[config.mk]
export PLATFORM = sky130hd
export DESIGN_NAME = vga_scaled_window
export DESIGN_NICKNAME = d
export VERILOG_FILES = /design/src/rtl/vga_timing_pkg.sv /design/src/rtl/vga_delay_line.sv /design/src/rtl/vga_scaled_window.sv
export SDC_FILE = /design/constraint.sdc
export NUM_CORES = 1
export LEC_CHECK = 0
export CAP_MARGIN = 20
export CORE_ASPECT_RATIO = 0.6
export CORE_MARGIN = 10
export CORE_UTILIZATION = 49
export CTS_CLUSTER_SIZE = 24
export DETAILED_ROUTE_END_ITERATION = 10
export PLACE_DENSITY = 0.75
export RECOVER_POWER = 100
export SYNTH_ARGS = -nofsm -noshare
export SYNTH_HDL_FRONTEND = slang
export SYNTH_HIERARCHICAL = 1
export SYNTH_SLANG_ARGS = --single-unit
[constraint.sdc]
create_clock -name clock -period 2.4 [get_ports clock]
set_clock_uncertainty 0.2 [all_clocks]
set_input_delay 0.48 -clock clock [delete_from_list [all_inputs] [get_ports clock]]
set_output_delay 0.48 -clock clock [all_outputs]
set_load 0.005 [all_outputs]
[src/rtl/vga_timing_pkg.sv]
// Default VGA timing constants and small helpers shared by the scaled-window raster engine.
package vga_timing_pkg;

    localparam int DEF_H_ACTIVE = 640;
    localparam int DEF_H_FP     = 16;
    localparam int DEF_H_SYNC   = 96;
    localparam int DEF_H_BP     = 48;
    localparam int DEF_V_ACTIVE = 480;
    localparam int DEF_V_FP     = 10;
    localparam int DEF_V_SYNC   = 2;
    localparam int DEF_V_BP     = 33;
    localparam int DEF_COLOR_W  = 4;

    localparam int DEF_H_TOTAL = DEF_H_ACTIVE + DEF_H_FP + DEF_H_SYNC + DEF_H_BP;
    localparam int DEF_V_TOTAL = DEF_V_ACTIVE + DEF_V_FP + DEF_V_SYNC + DEF_V_BP;
    localparam int DEF_RGB_W   = 3 * DEF_COLOR_W;

    typedef struct packed {
        logic [DEF_COLOR_W-1:0] r;
        logic [DEF_COLOR_W-1:0] g;
        logic [DEF_COLOR_W-1:0] b;
    } rgb_t;

    function automatic int line_total(int active, int fp, int sync, int bp);
        return active + fp + sync + bp;
    endfunction

    // Bits needed to hold 0..v-1, never less than one.
    function automatic int clog2_min1(int v);
        int r;
        r = 0;
        for (int i = 0; i < 31; i++) begin
            if ((1 << i) < v) r = i + 1;
        end
        return (r < 1) ? 1 : r;
    endfunction

    function automatic int rgb_width(int color_w);
        return 3 * color_w;
    endfunction

endpackage

[src/rtl/vga_delay_line.sv]
// WIDTH x DEPTH shift register with asynchronous active-low clear.
module vga_delay_line #(
    parameter int WIDTH = 1,
    parameter int DEPTH = 2
) (
    input  logic             clock,
    input  logic             reset_n,
    input  logic [WIDTH-1:0] d,
    output logic [WIDTH-1:0] q
);

    logic [WIDTH-1:0] stage_q [DEPTH];
    logic [WIDTH-1:0] stage_d [DEPTH];

    always_comb begin
        stage_d[0] = d;
        for (int i = 1; i < DEPTH; i++) begin
            stage_d[i] = stage_q[i-1];
        end
    end

    always_ff @(posedge clock or negedge reset_n) begin
        if (!reset_n) begin
            for (int i = 0; i < DEPTH; i++) begin
                stage_q[i] <= '0;
            end
        end else begin
            stage_q <= stage_d;
        end
    end

    assign q = stage_q[DEPTH-1];

endmodule

[src/rtl/vga_scaled_window.sv]
// VGA raster engine: H/V timing, incremental zoomed image fetch from a synchronous RAM,
// and registered RGB/sync outputs aligned to the RAM read latency.
module vga_scaled_window
    import vga_timing_pkg::*;
#(
    parameter int   H_ACTIVE  = DEF_H_ACTIVE,
    parameter int   H_FP      = DEF_H_FP,
    parameter int   H_SYNC    = DEF_H_SYNC,
    parameter int   H_BP      = DEF_H_BP,
    parameter int   V_ACTIVE  = DEF_V_ACTIVE,
    parameter int   V_FP      = DEF_V_FP,
    parameter int   V_SYNC    = DEF_V_SYNC,
    parameter int   V_BP      = DEF_V_BP,
    parameter logic SYNC_POL  = 1'b0,
    parameter int   CNT_W     = 11,
    parameter int   IMG_W     = 120,
    parameter int   IMG_H     = 120,
    parameter int   X_OFF     = 0,
    parameter int   Y_OFF     = 0,
    parameter int   MAX_SCALE = 4,
    parameter int   ZOOM_W    = 3,
    parameter int   ADDR_W    = 14,
    parameter int   COLOR_W   = DEF_COLOR_W,
    parameter int   RD_LAT    = 1
) (
    input  logic                   clock,
    input  logic                   reset_n,
    input  logic [ZOOM_W-1:0]      zoom,
    input  logic [3*COLOR_W-1:0]   border_rgb,
    output logic                   rd_en,
    output logic [ADDR_W-1:0]      rd_addr,
    input  logic [3*COLOR_W-1:0]   rd_data,
    output logic                   hsync,
    output logic                   vsync,
    output logic                   de,
    output logic                   frame_start,
    output logic [COLOR_W-1:0]     red,
    output logic [COLOR_W-1:0]     gre,
    output logic [COLOR_W-1:0]     blu
);

    localparam int H_TOTAL = line_total(H_ACTIVE, H_FP, H_SYNC, H_BP);
    localparam int V_TOTAL = line_total(V_ACTIVE, V_FP, V_SYNC, V_BP);
    localparam int HA0     = H_SYNC + H_BP;
    localparam int VA0     = V_SYNC + V_BP;
    localparam int SC_W    = clog2_min1(MAX_SCALE + 1);
    localparam int COL_W   = clog2_min1(IMG_W);
    localparam int RGB_W   = rgb_width(COLOR_W);

    localparam logic [CNT_W-1:0]  H_LAST   = CNT_W'(H_TOTAL - 1);
    localparam logic [CNT_W-1:0]  V_LAST   = CNT_W'(V_TOTAL - 1);
    localparam logic [CNT_W-1:0]  HS_END   = CNT_W'(H_SYNC);
    localparam logic [CNT_W-1:0]  VS_END   = CNT_W'(V_SYNC);
    localparam logic [CNT_W-1:0]  HA_BEG   = CNT_W'(HA0);
    localparam logic [CNT_W-1:0]  HA_END   = CNT_W'(HA0 + H_ACTIVE);
    localparam logic [CNT_W-1:0]  VA_BEG   = CNT_W'(VA0);
    localparam logic [CNT_W-1:0]  VA_END   = CNT_W'(VA0 + V_ACTIVE);
    localparam logic [CNT_W-1:0]  WX_BEG   = CNT_W'(HA0 + X_OFF);
    localparam logic [CNT_W-1:0]  WY_BEG   = CNT_W'(VA0 + Y_OFF);
    localparam logic [COL_W-1:0]  COL_LAST = COL_W'(IMG_W - 1);
    localparam logic [ADDR_W-1:0] ROW_STEP = ADDR_W'(IMG_W);
    localparam logic [ADDR_W-1:0] LAST_ROW = ADDR_W'((IMG_H - 1) * IMG_W);
    localparam logic [ZOOM_W-1:0] ZOOM_MAX = ZOOM_W'(MAX_SCALE);
    localparam logic [SC_W-1:0]   SC_ONE   = SC_W'(1);
    localparam logic [SC_W-1:0]   SC_MAX   = SC_W'(MAX_SCALE);

    logic [CNT_W-1:0]  h_cnt_q, h_cnt_d, v_cnt_q, v_cnt_d;
    logic [SC_W-1:0]   scale_q, scale_d, sx_q, sx_d, sy_q, sy_d;
    logic [COL_W-1:0]  col_q, col_d;
    logic [ADDR_W-1:0] row_base_q, row_base_d, rd_addr_q, rd_addr_d;
    logic              x_done_q, x_done_d, y_done_q, y_done_d, rd_en_q, rd_en_d;
    logic              hsync_q, hsync_d, vsync_q, vsync_d, de_q, de_d, fs_q, fs_d;
    logic [RGB_W-1:0]  rgb_q, rgb_d;
    logic              line_end, frame_end, active, x_win, y_win, in_win;
    logic [4:0]        flags, flags_dl;

    always_comb begin
        line_end  = (h_cnt_q == H_LAST);
        frame_end = line_end && (v_cnt_q == V_LAST);
        active    = (h_cnt_q >= HA_BEG) && (h_cnt_q < HA_END) &&
                    (v_cnt_q >= VA_BEG) && (v_cnt_q < VA_END);
        // Horizontal/vertical window runs until the image is exhausted or the active area ends.
        x_win     = (h_cnt_q >= WX_BEG) && (h_cnt_q < HA_END) && !x_done_q;
        y_win     = (v_cnt_q >= WY_BEG) && (v_cnt_q < VA_END) && !y_done_q;
        in_win    = x_win && y_win;

        h_cnt_d = line_end ? '0 : h_cnt_q + 1'b1;
        v_cnt_d = v_cnt_q;
        if (line_end) v_cnt_d = (v_cnt_q == V_LAST) ? '0 : v_cnt_q + 1'b1;

        scale_d = scale_q;
        if (frame_end) begin
            if (zoom == '0)            scale_d = SC_ONE;
            else if (zoom > ZOOM_MAX)  scale_d = SC_MAX;
            else                       scale_d = SC_W'(zoom);
        end

        sx_d     = sx_q;
        col_d    = col_q;
        x_done_d = x_done_q;
        if (line_end) begin
            sx_d     = '0;
            col_d    = '0;
            x_done_d = 1'b0;
        end else if (x_win) begin
            if (sx_q == scale_q - SC_ONE) begin
                sx_d = '0;
                if (col_q == COL_LAST) x_done_d = 1'b1;
                else                   col_d    = col_q + 1'b1;
            end else begin
                sx_d = sx_q + SC_ONE;
            end
        end

        sy_d       = sy_q;
        row_base_d = row_base_q;
        y_done_d   = y_done_q;
        if (frame_end) begin
            sy_d       = '0;
            row_base_d = '0;
            y_done_d   = 1'b0;
        end else if (line_end && y_win) begin
            if (sy_q == scale_q - SC_ONE) begin
                sy_d = '0;
                if (row_base_q == LAST_ROW) y_done_d   = 1'b1;
                else                        row_base_d = row_base_q + ROW_STEP;
            end else begin
                sy_d = sy_q + SC_ONE;
            end
        end

        rd_en_d   = in_win;
        rd_addr_d = row_base_q + ADDR_W'(col_q);

        flags = {h_cnt_q < HS_END, v_cnt_q < VS_END, active, in_win,
                 (h_cnt_q == HA_BEG) && (v_cnt_q == VA_BEG)};
    end

    // One stage short of the full latency: the output registers below supply the last one.
    vga_delay_line #(
        .WIDTH (5),
        .DEPTH (RD_LAT + 1)
    ) u_delay (
        .clock   (clock),
        .reset_n (reset_n),
        .d       (flags),
        .q       (flags_dl)
    );

    always_comb begin
        hsync_d = flags_dl[4] ? SYNC_POL : ~SYNC_POL;
        vsync_d = flags_dl[3] ? SYNC_POL : ~SYNC_POL;
        de_d    = flags_dl[2];
        fs_d    = flags_dl[0];
        if (flags_dl[1])      rgb_d = rd_data;
        else if (flags_dl[2]) rgb_d = border_rgb;
        else                  rgb_d = '0;
    end

    always_ff @(posedge clock or negedge reset_n) begin
        if (!reset_n) begin
            h_cnt_q    <= '0;
            v_cnt_q    <= '0;
            scale_q    <= SC_ONE;
            sx_q       <= '0;
            sy_q       <= '0;
            col_q      <= '0;
            row_base_q <= '0;
            x_done_q   <= 1'b0;
            y_done_q   <= 1'b0;
            rd_en_q    <= 1'b0;
            rd_addr_q  <= '0;
            hsync_q    <= ~SYNC_POL;
            vsync_q    <= ~SYNC_POL;
            de_q       <= 1'b0;
            fs_q       <= 1'b0;
            rgb_q      <= '0;
        end else begin
            h_cnt_q    <= h_cnt_d;
            v_cnt_q    <= v_cnt_d;
            scale_q    <= scale_d;
            sx_q       <= sx_d;
            sy_q       <= sy_d;
            col_q      <= col_d;
            row_base_q <= row_base_d;
            x_done_q   <= x_done_d;
            y_done_q   <= y_done_d;
            rd_en_q    <= rd_en_d;
            rd_addr_q  <= rd_addr_d;
            hsync_q    <= hsync_d;
            vsync_q    <= vsync_d;
            de_q       <= de_d;
            fs_q       <= fs_d;
            rgb_q      <= rgb_d;
        end
    end

    assign rd_en       = rd_en_q;
    assign rd_addr     = rd_addr_q;
    assign hsync       = hsync_q;
    assign vsync       = vsync_q;
    assign de          = de_q;
    assign frame_start = fs_q;
    assign red         = rgb_q[3*COLOR_W-1 -: COLOR_W];
    assign gre         = rgb_q[2*COLOR_W-1 -: COLOR_W];
    assign blu         = rgb_q[COLOR_W-1:0];

endmodule

Word level (Yosys, flattened, before mapping). Cells that the tools add are included.

Register bits: 95. Input port bits: 29. Output and inout bits: 31. Logic and storage cells: 96.

Add/subtract/negate cells: 8. Magnitude comparators: 7. Equality and inequality tests: 10. Muxes and demuxes: 30. Reduce and logical (&&, ||, !) cells: 23.

Operators by type and width (number): $mux 14 (4); $mux 7 (4); $mux 12 (2); $mux 3 (8); $add 11x1->11 const B (2); $eq 11x10->1 const B (2); $lt 11x10->1 const B (2); $mux 11 (2); $add 14x7->14 (1); $add 14x7->14 const B (1); $eq 14x14->1 const B (1); $reduce_and 3->1 (4); $reduce_bool 2->1 (6); $eq 11x6->1 const B (1); $eq 11x8->1 const B (1); $ge 11x6->1 const B (1); $ge 11x8->1 const B (1); $lt 11x2->1 const B (1); $lt 11x7->1 const B (1); $logic_and 1x1->1 (10); $mux 1 (10); $add 7x1->7 const B (1); $eq 7x7->1 const B (1); $add 3x1->3 const B (2); 6 further kinds (9).

Longest topological paths before layout. Gate-level depths: netlist of the first run.

Depth in word-level cells: 6. Gate-level depth with buffers: 8. Depth with buffers taken out: 7.

By module. The synthesis of the first run kept the hierarchy.

Modules (own cells, without submodules): vga_scaled_window (times used 1, cells an instance 406, area an instance 4115.2 µm², seq. area each 2055.7 µm²); vga_delay_line (times used 1, cells an instance 10, area an instance 250.2 µm², seq. area each 250.2 µm²).

Worst setup path before layout of the first run. No wires, ideal clock.

Path type: flip-flop to flip-flop. Start: register v_cnt_q[6]. End: register row_base_q[13]. Library setup time: 0.079 ns. Arrival time: 2.230 ns. Required time: 2.121 ns. Setup slack: -0.109 ns. Stages on the path, launching flop included: 7. Buffers on the path: 1. Period minus slack after synthesis: 2.509 ns. Cell sequence: dfrtp_1 -> or3_4 -> o41a_1 -> a211o_1 -> buf_2 -> nor4_1 -> mux2i_1.

Word-level cells in the longest chain between the ends: 6. Elaborated cells between the ends (all ways): 12. Classes of those cells: 2 x order compare; 2 x eq/ne; 1 x mux; 7 x reduce/logical.

Ends and longest elaborated chain: start, declared (RTL line vga_scaled_window.sv:67) `logic [CNT_W-1:0] h_cnt_q, h_cnt_d, v_cnt_q, v_cnt_d;`; start signal, assigned (RTL line vga_scaled_window.sv:180) `v_cnt_q <= v_cnt_d;`; $ge 11x6->1 / $lt 11x10->1 (equally long branches) (RTL line vga_scaled_window.sv:84) `y_win = (v_cnt_q >= WY_BEG) && (v_cnt_q < VA_END) && !y_done_q;`; $logic_and 1x1->1 (2 in a row) (RTL line vga_scaled_window.sv:84); $logic_and 1x1->1 (RTL line vga_scaled_window.sv:122) `end else if (line_end && y_win) begin`; $reduce_bool 2->1 (no line); $reduce_and 3->1 (no line); end signal, assigned (RTL line vga_scaled_window.sv:185) `row_base_q <= row_base_d;`; end, declared (RTL line vga_scaled_window.sv:70) `logic [ADDR_W-1:0] row_base_q, row_base_d, rd_addr_q, rd_addr_d;`.

Parallel ways exist; a longest one is shown, timed or not. A chain may end at the register's enable or synchronous reset.

Final worst setup path of the first run.
Start: register v_cnt_q[6]. End: register sy_q[2].

Word-level cells in the longest chain between the ends: 5. Elaborated cells between the ends (all ways): 9. Classes of those cells: 2 x order compare; 1 x eq/ne; 1 x mux; 5 x reduce/logical.

Ends and longest elaborated chain: $ge 11x6->1 / $lt 11x10->1 (equally long branches) (RTL line vga_scaled_window.sv:84); $logic_and 1x1->1 (2 in a row) (RTL line vga_scaled_window.sv:84); $logic_and 1x1->1 (RTL line vga_scaled_window.sv:122); $reduce_bool 2->1 (no line); end signal, assigned (RTL line vga_scaled_window.sv:183) `sy_q <= sy_d;`; end, declared (RTL line vga_scaled_window.sv:68) `logic [SC_W-1:0] scale_q, scale_d, sx_q, sx_d, sy_q, sy_d;`.

Parallel ways exist; a longest one is shown, timed or not.

==> impl_metrics.csv, run 1 <==
group,metric,value,unit
run_status,status,"finished with violations",
run_status,violations,"setup timing",
route,wirelength,11260,um
layout,area_growth_syn_to_layout,33.65,%
synth,synth_seq_cells,92,
synth,synthTopCellsByArea,"dfrtp_1 51%, ha_1 4.0%, xnor2_1 3.2%",
route,wl_per_cell,17.75,um
critical_path,worst-r2r-setup-slack,-60,ps
hold_path,hold_class,"reg2reg",
power_and_ir_drop,power_leakage,2.803,nW
layout,nets,560,
route,drtPass1Iterations,7,
layout,num-fill-cells,620,
route,vias,3636,
run,maxCapViolCount,0,
placed_design,place.detailed.hpwl,7889,um
synth,synth-main-ff-cell,"dfrtp_1",
synth,synth_cell_types,53,
sta,setup_viol,2,
global_routing,grt_overflow,0,
sta,fin_ws,-55.71,ps
clocking,ctsHtreeMaxLevel,3,
critical_path,slowest_delay,390,ps
hold_path,hold_depth,0,
clocking,clock_latency,350,ps
sta,slew-limit-headroom,48.32,%
critical_path,cp-end-kind,"flop",
critical_path,path_buf_inv,1,
synth,synth_top_area_share,51.02,%
critical_path,path_cells,"or3_4, o41a_1, buf_4, a211oi_4, o21ai_0, a221o_1",
placed_design,portBuffers,59,
clocking,cts_buffers,9,
synth,synth-async-reset-ratio,100.0,%
placed_design,place.gp.congestion,0.8536,
floorplanning,dieArea,13210,um2
clocking,numClockSinks,92,
global_routing,grt_pass1_vias,3447,
floorplanning,rows,26,
placed_design,placed_cell_area,5371,um2
synth,yosys.area.top_type,"dfrtp_1",
floorplanning,coreArea,8588,um2
synth,syn_area,4365,um2
clocking,cts.clk_slew.worst_paths,70,ps
critical_path,critPathLaunchType,"flop",
sta,final_hold_viol_count,0,
critical_path,crit_family,"compound AO/OA/AOI/OAI gates",
global_routing,antenna_found_initial,0,
floorplanning,die_w,141.9,um
sta,fin_crit_sh,102.3,%
critical_path,reg2reg_from,"v_cnt_q[6]$_DFFE_PN0N_",
global_routing,grt_pass1_wl,17750,um
power_and_ir_drop,cellPowerDensity,547.7,nW/um2
clocking,clk_path_buf_depth,2,
route,viasPerCell,5.735,
critical_path,path_class,"reg2reg",
clocking,root_buffer,"clkbuf_16",
critical_path,crit_slowest_cell,"or3_4",
route,ant_nets,0,
sta,fmax,407.2,MHz
synth,synthCells,416,
power_and_ir_drop,irDropWorstVdd,314.0,uV
global_routing,track_usage,16.58,%
sta,slew_violations,0,
critical_path,crit_fanout,3,
synth,syn_avg_cell_area,10.49,um2
global_routing,grt_max_degree,34,
sta,fin_crit,2456,ps
sta,tightest_slew,775.3,ps
layout,register_area,2306,um2
layout,finish.utilization,67.93,%
route,remaining_drc_errors,0,
hold_path,worstHoldStart,"u_delay/q[0]$_DFF_PN0_",
critical_path,cp_data_required_time,2430,ps
clocking,cts_tree,"done",
layout,stdcell_area,5834,um2
floorplanning,ios,60,
critical_path,cp.arrival,2490,ps
critical_path,r2r_end,"sy_q[2]$_DFFE_PN0P_",
sta,rsz0062_at_grt,"true",
synth,ys_warn_count,6,
floorplanning,start_util,50.83,%
layout,n_antenna_cell,0,
synth,synth_edf_count,0,
synth,syn-num-nets,459,
layout,multi_input_area,2036,um2
critical_path,rr_worst_depth,6,
floorplanning,die_h,93.11,um
hold_path,whs_endpoint,"frame_start$_DFF_PN0_",
route,first_iter_violations,417,
synth,yosysSeqAreaShare,52.82,%
layout,drive_gt1_share,18.20,%
[report_power, final]
group,internal [mW],switching (mW),total [mW]
logic,0.0433,0.0386,0.0818
registers,1.55,0.000121,1.55
clock network,0.930,0.633,1.56
[state kept, by name, summed over array words and instances, names as in the netlist]
signal           flops
frame_start          1
row_base_q          11
hsync                1
x_done_q             1
col_q                7
vsync                1
sy_q                 3
v_cnt_q             11
h_cnt_q             11
sx_q                 3
rgb_q               12
scale_q              3
y_done_q             1
de                   1
rd_addr             14
u_delay/stage_d      5
rd_en                1
u_delay/q            5
[repair_timing]
item | 4_1_cts | 5_1_grt
gates cloned | 0 | 0
endpoints found under the hold margin | 24 | 0
setup endpoints to repair | 4 | 17
pin swaps | 0 | 3
hold buffers | 1 | 0
gates resized for setup | 1 | 19
setup buffers | 1 | 4
[how the worst max path moves through the flow]
| stage | start | endpoint | cells past startpoint |
|---|---|---|---|
| 2_1_floorplan | h_cnt_q[5]$_DFF_PN0_ | v_cnt_q[5]$_DFFE_PN0N_ | 8 |
| 6_report | v_cnt_q[6]$_DFFE_PN0N_ | sy_q[2]$_DFFE_PN0P_ | 6 |
| 3_5_place_dp | v_cnt_q[6]$_DFFE_PN0N_ | row_base_q[9]$_DFFE_PN0P_ | 6 |
| 3_3_place_gp | v_cnt_q[6]$_DFFE_PN0N_ | row_base_q[5]$_DFFE_PN0P_ | 5 |
| 4_1_cts | v_cnt_q[6]$_DFFE_PN0N_ | row_base_q[5]$_DFFE_PN0P_ | 5 |
| 5_1_grt | v_cnt_q[6]$_DFFE_PN0N_ | row_base_q[7]$_DFFE_PN0P_ | 6 |
[per-layer routing]
| layer | vias up | wire length, um | track usage [%] |
|---|---|---|---|
| met1 | 1747 | 5385 | 23.50 |
| met5 | - | 0 | 0 |
| met4 | 0 | 148 | 4.407 |
| li1 | 1703 | - | - |
| met2 | 165 | 4762 | 23.00 |
| met3 | 21 | 958 | 6.364 |
[cell usage after synthesis, types with 2 or more instances]
cell / count
a211o_1: 2
a21oi_1: 20
a22o_1: 12
a31o_2: 4
a31oi_1: 5
and2_1: 6
and3_1: 6
and4_1: 4
buf_2: 2
clkbuf_1: 16
dfrtp_1: 89
dfstp_2: 3
ha_1: 14
inv_1: 17
mux2_2: 2
mux2i_1: 3
nand2_1: 28
nand2b_1: 2
nand3_1: 14
nand3b_1: 3
nand4_1: 18
nand4b_1: 3
nor2_1: 30
nor2b_1: 3
nor3_1: 10
nor4_1: 6
o21ai_0: 25
o21bai_1: 2
o31ai_1: 3
or2_2: 5
or3_1: 6
or4_1: 2
xnor2_1: 16
xor2_1: 15
xor3_1: 2
[layout make-up]
class	count	area share (%)
Clock buffer	9	3.860
Clock inverter	7	1.823
Inverter	17	1.094
Multi-Input combinational cell	289	34.89
Sequential cell	92	39.52
Tap cell	112	2.402
Timing Repair Buffer	108	16.41
[stage by stage]
| stage | hold WS [ps] | total power [mW] | TNS, ps | std cells | setup slack [ps] |
|---|---|---|---|---|---|
| 2_1_floorplan | -15.59 | 1.583 | 0 | 416 | 2.502 |
| 3_3_place_gp | 133.4 | 1.666 | 0 | 612 | 23.97 |
| 3_5_place_dp | 135.6 | 1.668 | -45.54 | 612 | -24.61 |
| 4_1_cts | 151.0 | 3.232 | -6.438 | 630 | -3.460 |
| 5_1_grt | 156.9 | 3.297 | -767.0 | 634 | -151.8 |
| 6_report | 148.6 | 3.196 | -62.95 | 634 | -55.71 |
[layout by cell type, fill, tap and decap left out, types with 4 or more instances in the layout]
master	count
xor2_1	15
and4_1	4
dlygate4sd3_1	32
inv_1	17
or3_1	5
a22o_1	12
a31oi_1	5
clkbuf_2	4
nand2_1	28
and2_1	6
clkbuf_1	4
clkdlybuf4s50_1	27
o21ai_0	25
nand3_1	14
dfrtp_1	89
a31o_2	4
or2_2	4
xnor2_1	16
a21oi_1	17
and3_1	6
nor3_1	9
buf_4	37
nand4_1	18
ha_1	12
clkbuf_16	9
nor2_1	30
[cells by family (layout without fill, tap and decap cells)]
group | after synthesis | in the layout | share of synthesized area, %
multiplexers | 5 | 5 | 1.204
other | 1 | 1 | 0.08590
adder cells (fa/ha/maj) | 14 | 14 | 4.013
flip-flops | 92 | 92 | 52.82
AO/OA/AOI/OAI | 84 | 84 | 12.73
XOR/XNOR | 33 | 33 | 7.309
AND/OR/NAND/NOR | 152 | 152 | 18.77
buffers and inverters | 35 | 141 | 3.067
Note: power is estimated with default switching activity, not from simulation.
==> run 2, diff against run 1 <==
--- a/config.mk
+++ b/config.mk
@@ -8,11 +8,12 @@
 export CAP_MARGIN = 20
 export CORE_ASPECT_RATIO = 0.6
 export CORE_MARGIN = 10
-export CORE_UTILIZATION = 49
+export CORE_UTILIZATION = 45
 export CTS_CLUSTER_SIZE = 24
 export DETAILED_ROUTE_END_ITERATION = 10
-export PLACE_DENSITY = 0.75
+export PLACE_DENSITY = 0.7
 export RECOVER_POWER = 100
+export SETUP_SLACK_MARGIN = 0.2
 export SYNTH_ARGS = -nofsm -noshare
 export SYNTH_HDL_FRONTEND = slang
 export SYNTH_HIERARCHICAL = 1
==> impl_metrics.csv, run 2 (synthesis gave the netlist of run 1 again) <==
group,metric,value,unit
run_status,status,"completed",
power_and_ir_drop,swShare,19.42,%
layout,drive_gt1_share,23.55,%
layout,mostFrequentLayoutCell,"dfrtp_1",
route,remaining_drc_errors,0,
layout,num-fill-cells,727,
power_and_ir_drop,total_power,3.279,mW
route,viasPerCell,5.507,
power_and_ir_drop,irDropWorstVdd,336.1,uV
sta,fin_crit,2382,ps
sta,setup_viol,0,
layout,final_cell_mix,"88 x dfrtp_1, 44 x buf_4, 31 x dlygate4sd3_1",
clocking,cts_buffers,9,
global_routing,grt_max_degree,53,
critical_path,rr_worst_depth,5,
clocking,ctsHtreeMaxLevel,3,
clocking,cts_tree,"done",
power_and_ir_drop,p_sw,0.6369,mW
floorplanning,coreArea,9324,um2
layout,stdcell_area,6151,um2
layout,largest_reg_flops,14,
global_routing,track_usage,16.77,%
critical_path,cp.arrival,2460,ps
route,ant_nets,0,
critical_path,path_class,"reg2reg",
run,maxCapViolCount,0,
placed_design,portBuffers,59,
global_routing,grt_pass1_wl,19060,um
route,wl_per_cell,17.34,um
power_and_ir_drop,power_leakage,2.869,nW
floorplanning,die_w,147.2,um
global_routing,antenna_found_initial,1,
global_routing,grt_pass1_vias,3685,
sta,rsz0062_at_grt,"true",
critical_path,critPathLaunchType,"flop",
clocking,cts.clk_slew.worst_paths,60,ps
power_and_ir_drop,seq_power_share,47.3,%
clocking,numClockSinks,92,
sta,slew-limit-headroom,29.73,%
critical_path,crit_fanout,5,
sta,tightest_slew,1054,ps
clocking,clk_path_buf_depth,2,
power_and_ir_drop,p_comb_share,2.5,%
critical_path,cp-end-kind,"flop",
clocking,clock_latency,350,ps
power_and_ir_drop,p_int,2.643,mW
hold_path,hold_class,"reg2reg",
layout,n_antenna_cell,0,
hold_path,hold_depth,0,
layout,final_cells,665,
sta,slew_violations,0,
clocking,root_buffer,"clkbuf_16",
route,wirelength,11530,um
layout,area_growth_syn_to_layout,40.90,%
sta,fin_crit_sh,99.24,%
sta,fmax,419.8,MHz
layout,multi_input_area,2195,um2
floorplanning,ios,60,
power_and_ir_drop,cellPowerDensity,533.2,nW/um2
floorplanning,dieArea,14170,um2
layout,register_area,2307,um2
placed_design,placed_cell_area,5507,um2
placed_design,place.gp.congestion,0.8874,
layout,finish.utilization,65.97,%
floorplanning,start_util,46.82,%
placed_design,place_inst,633,
placed_design,place.detailed.hpwl,8155,um
floorplanning,rows,27,
sta,final_hold_viol_count,0,
route,first_iter_violations,275,
critical_path,cp_data_required_time,2480,ps
global_routing,grt_overflow,0,
route,drtPass1Iterations,5,
route,vias,3662,
layout,nets,574,
power_and_ir_drop,clkPwrFrac,50.2,%
floorplanning,die_h,96.29,um
-- run 2: worst max-delay path, cell delays in order (launching register included) --
cell     delay, ps
dfrtp_1        380
or3_4          400
o41a_1         400
a211o_4        330
or4_4          490
a21oi_2        130
-- run 2: final cells by class --
type / count / area share [%]
clock buffers: 10 / 3.885
clock inverters: 5 / 1.749
inverters: 17 / 1.037
multi-input cells: 290 / 35.68
flip-flops and latches: 92 / 37.51
well taps: 130 / 2.644
repair buffers: 121 / 17.49
-- run 2: final timing paths --
path                                               from                          to  slack (ps)
setup / recovery                 v_cnt_q[8]$_DFFE_PN0N_  row_base_q[11]$_DFFE_PN0P_          20
hold / removal             u_delay/stage_d[4]$_DFF_PN0_      u_delay/q[4]$_DFF_PN0_         150
setup reg to reg                 v_cnt_q[8]$_DFFE_PN0N_  row_base_q[11]$_DFFE_PN0P_          20
hold reg to reg            u_delay/stage_d[4]$_DFF_PN0_      u_delay/q[4]$_DFF_PN0_         150
max in group asynchronous                       reset_n             vsync$_DFF_PN1_         280
min in group asynchronous                       reset_n                de$_DFF_PN0_         650
-- run 2: through the flow --
stage	setup TNS, ps	hold WS [ps]	setup WS, ps
finish	0	151.9	18.19
global route	-265.1	157.9	-45.36
CTS	0	154.7	62.82
detailed placement	-91.23	136.3	-53.31
global placement	0	133.7	41.60
floorplan	0	-15.59	138.5
-- run 2: layer usage --
layer / routed length (um) / vias to the layer above / GRT usage (%) / part of all wire [%]
met5: 13 / - / 0 / 0.11
li1: - / 1732 / - / -
met4: 148 / 2 / 5.583 / 1.3
met3: 757 / 20 / 5.105 / 6.6
met1: 5694 / 1807 / 23.63 / 49
met2: 4918 / 101 / 24.03 / 43
-- run 2: power by group through the flow --
stage	sequential, mW	combinational (mW)	clock, mW
2_1_floorplan	1.58	0.00160	0
3_3_place_gp	1.58	0.0859	0
3_5_place_dp	1.58	0.0873	0
4_1_cts	1.55	0.0890	1.69
5_1_grt	1.55	0.0922	1.77
6_report	1.55	0.0822	1.65
-- run 2: what timing repair did --
| action | in CTS | in global routing |
|---|---|---|
| gates resized for setup | 14 | 32 |
| endpoints found under the setup margin | 18 | 29 |
| hold buffers | 1 | 0 |
| buffers inserted | 6 | 9 |
| pin swaps | 12 | 20 |
| gates cloned | 1 | 0 |
| hold endpoints to repair | 18 | 0 |
==> run 3, diff against run 2 <==
--- a/config.mk
+++ b/config.mk
@@ -11,9 +11,11 @@
 export CORE_UTILIZATION = 45
 export CTS_CLUSTER_SIZE = 24
 export DETAILED_ROUTE_END_ITERATION = 10
-export PLACE_DENSITY = 0.7
+export GPL_TIMING_DRIVEN = 0
+export PLACE_DENSITY_LB_ADDON = 0.08
 export RECOVER_POWER = 100
 export SETUP_SLACK_MARGIN = 0.2
+export SKIP_CTS_REPAIR_TIMING = 1
 export SYNTH_ARGS = -nofsm -noshare
 export SYNTH_HDL_FRONTEND = slang
 export SYNTH_HIERARCHICAL = 1
==> impl_metrics.csv, run 3 (synthesis gave the netlist of run 1 again) <==
group,metric,value,unit
run_status,status,"finished with violations",
run_status,violations,"setup timing",
global_routing,grt_max_degree,54,
power_and_ir_drop,p_comb_share,2.6,%
power_and_ir_drop,total_power,3.128,mW
route,wl_per_cell,17.60,um
sta,setup_tns,-97.10,ps
sta,fin_crit,2446,ps
placed_design,place_inst,606,
placed_design,pre_cts_ws,-198.5,ps
route,remaining_drc_errors,0,
sta,tightest_slew,1032,ps
floorplanning,dieArea,14170,um2
floorplanning,die_w,147.2,um
sta,final_hold_viol_count,0,
critical_path,critPathLaunchType,"flop",
global_routing,grt_overflow,0,
power_and_ir_drop,p_int,2.492,mW
clocking,numClockSinks,92,
layout,largest_reg_flops,14,
sta,fmax,408.8,MHz
global_routing,track_usage,15.63,%
critical_path,crit_fanout,10,
power_and_ir_drop,cellPowerDensity,515.0,nW/um2
route,viasPerCell,5.510,
placed_design,portBuffers,59,
route,wirelength,11560,um
route,ant_nets,0,
floorplanning,ios,60,
global_routing,grt_pass1_wl,17770,um
route,first_iter_violations,214,
layout,stdcell_area,6073,um2
power_and_ir_drop,clkPwrFrac,47.8,%
layout,mostFrequentLayoutCell,"dfrtp_1",
clocking,ctsHtreeMaxLevel,3,
placed_design,placed_cell_area,5271,um2
power_and_ir_drop,swShare,20.32,%
clocking,clock_latency,340,ps
power_and_ir_drop,p_sw,0.6355,mW
layout,nets,565,
placed_design,place.detailed.hpwl,8006,um
hold_path,hold_class,"reg2reg",
clocking,cts_tree,"done",
clocking,clk_path_buf_depth,2,
layout,final_cell_mix,"85 x dfrtp_1, 33 x dlygate4sd3_1, 29 x nor2_1",
critical_path,cp-end-kind,"flop",
layout,area_growth_syn_to_layout,39.12,%
layout,drive_gt1_share,22.77,%
power_and_ir_drop,power_leakage,2.805,nW
floorplanning,rows,27,
floorplanning,coreArea,9324,um2
sta,setup_viol,4,
power_and_ir_drop,irDropWorstVdd,348.9,uV
critical_path,path_class,"reg2reg",
critical_path,rr_worst_depth,6,
global_routing,antenna_found_initial,0,
sta,rsz0062_at_grt,"true",
clocking,cts.clk_slew.worst_paths,70,ps
critical_path,cp_data_required_time,2420,ps
hold_path,hold_depth,0,
sta,fin_crit_sh,101.9,%
sta,fin_ws,-46.40,ps
run,maxCapViolCount,0,
layout,final_cells,657,
sta,hold-worst-slack,147.5,ps
clocking,root_buffer,"clkbuf_16",
clocking,cts_buffers,9,
route,drtPass1Iterations,4,
global_routing,grt_pass1_vias,3358,
layout,n_antenna_cell,0,
route,vias,3620,
floorplanning,die_h,96.29,um
critical_path,cp.arrival,2470,ps
placed_design,place.gp.congestion,0.8988,
floorplanning,start_util,46.82,%
sta,slew-limit-headroom,31.21,%
sta,slew_violations,0,
layout,finish.utilization,65.14,%
power_and_ir_drop,seq_power_share,49.6,%
==> run 3: path summary, 6_finish.rpt <==
kind | startpoint | endpoint | slack (ps)
worst max-delay path | v_cnt_q[8]$_DFFE_PN0N_ | row_base_q[11]$_DFFE_PN0P_ | -50
worst min-delay path | u_delay/stage_d[2]$_DFF_PN0_ | u_delay/q[2]$_DFF_PN0_ | 150
worst max register to register | v_cnt_q[8]$_DFFE_PN0N_ | row_base_q[11]$_DFFE_PN0P_ | -50
worst min register to register | u_delay/stage_d[2]$_DFF_PN0_ | u_delay/q[2]$_DFF_PN0_ | 150
max in group asynchronous | reset_n | hsync$_DFF_PN1_ | 340
min in group asynchronous | reset_n | v_cnt_q[0]$_DFFE_PN0N_ | 650
==> run 3: critical path, stage by stage (launching register included) <==
cell     delay, ps
dfrtp_1        400
or3_4          440
o41a_1         420
a211o_4        350
buf_12         160
o31ai_1        260
a21oi_1        100
==> run 3: area by class of cell <==
type | instances | area [um2]
Clock inverter | 4 | 55.05
Timing Repair Buffer | 95 | 868.3
Tap cell | 130 | 162.7
Fill cell | 772 | 3251
Buffer | 18 | 123.9
Inverter | 17 | 63.81
Multi-Input combinational cell | 289 | 2222
Clock buffer | 12 | 266.5
Sequential cell | 92 | 2311
==> run 3: power by group through the flow <==
stage	Combinational, mW	Sequential [mW]	Clock [mW]
2_1_floorplan	0.00160	1.58	0
3_3_place_gp	0.0811	1.58	0
3_5_place_dp	0.0874	1.58	0
4_1_cts	0.0879	1.55	1.53
5_1_grt	0.0917	1.55	1.60
6_report	0.0816	1.55	1.49
==> run 3: layer usage <==
metal  GRT usage, %  part of all wire (%)  vias up
li1               -                     -     1703
met3          3.888                   7.2        6
met2          21.79                    43      123
met4          4.516                  0.54        0
met5              0                     0        -
met1          23.26                    49     1788
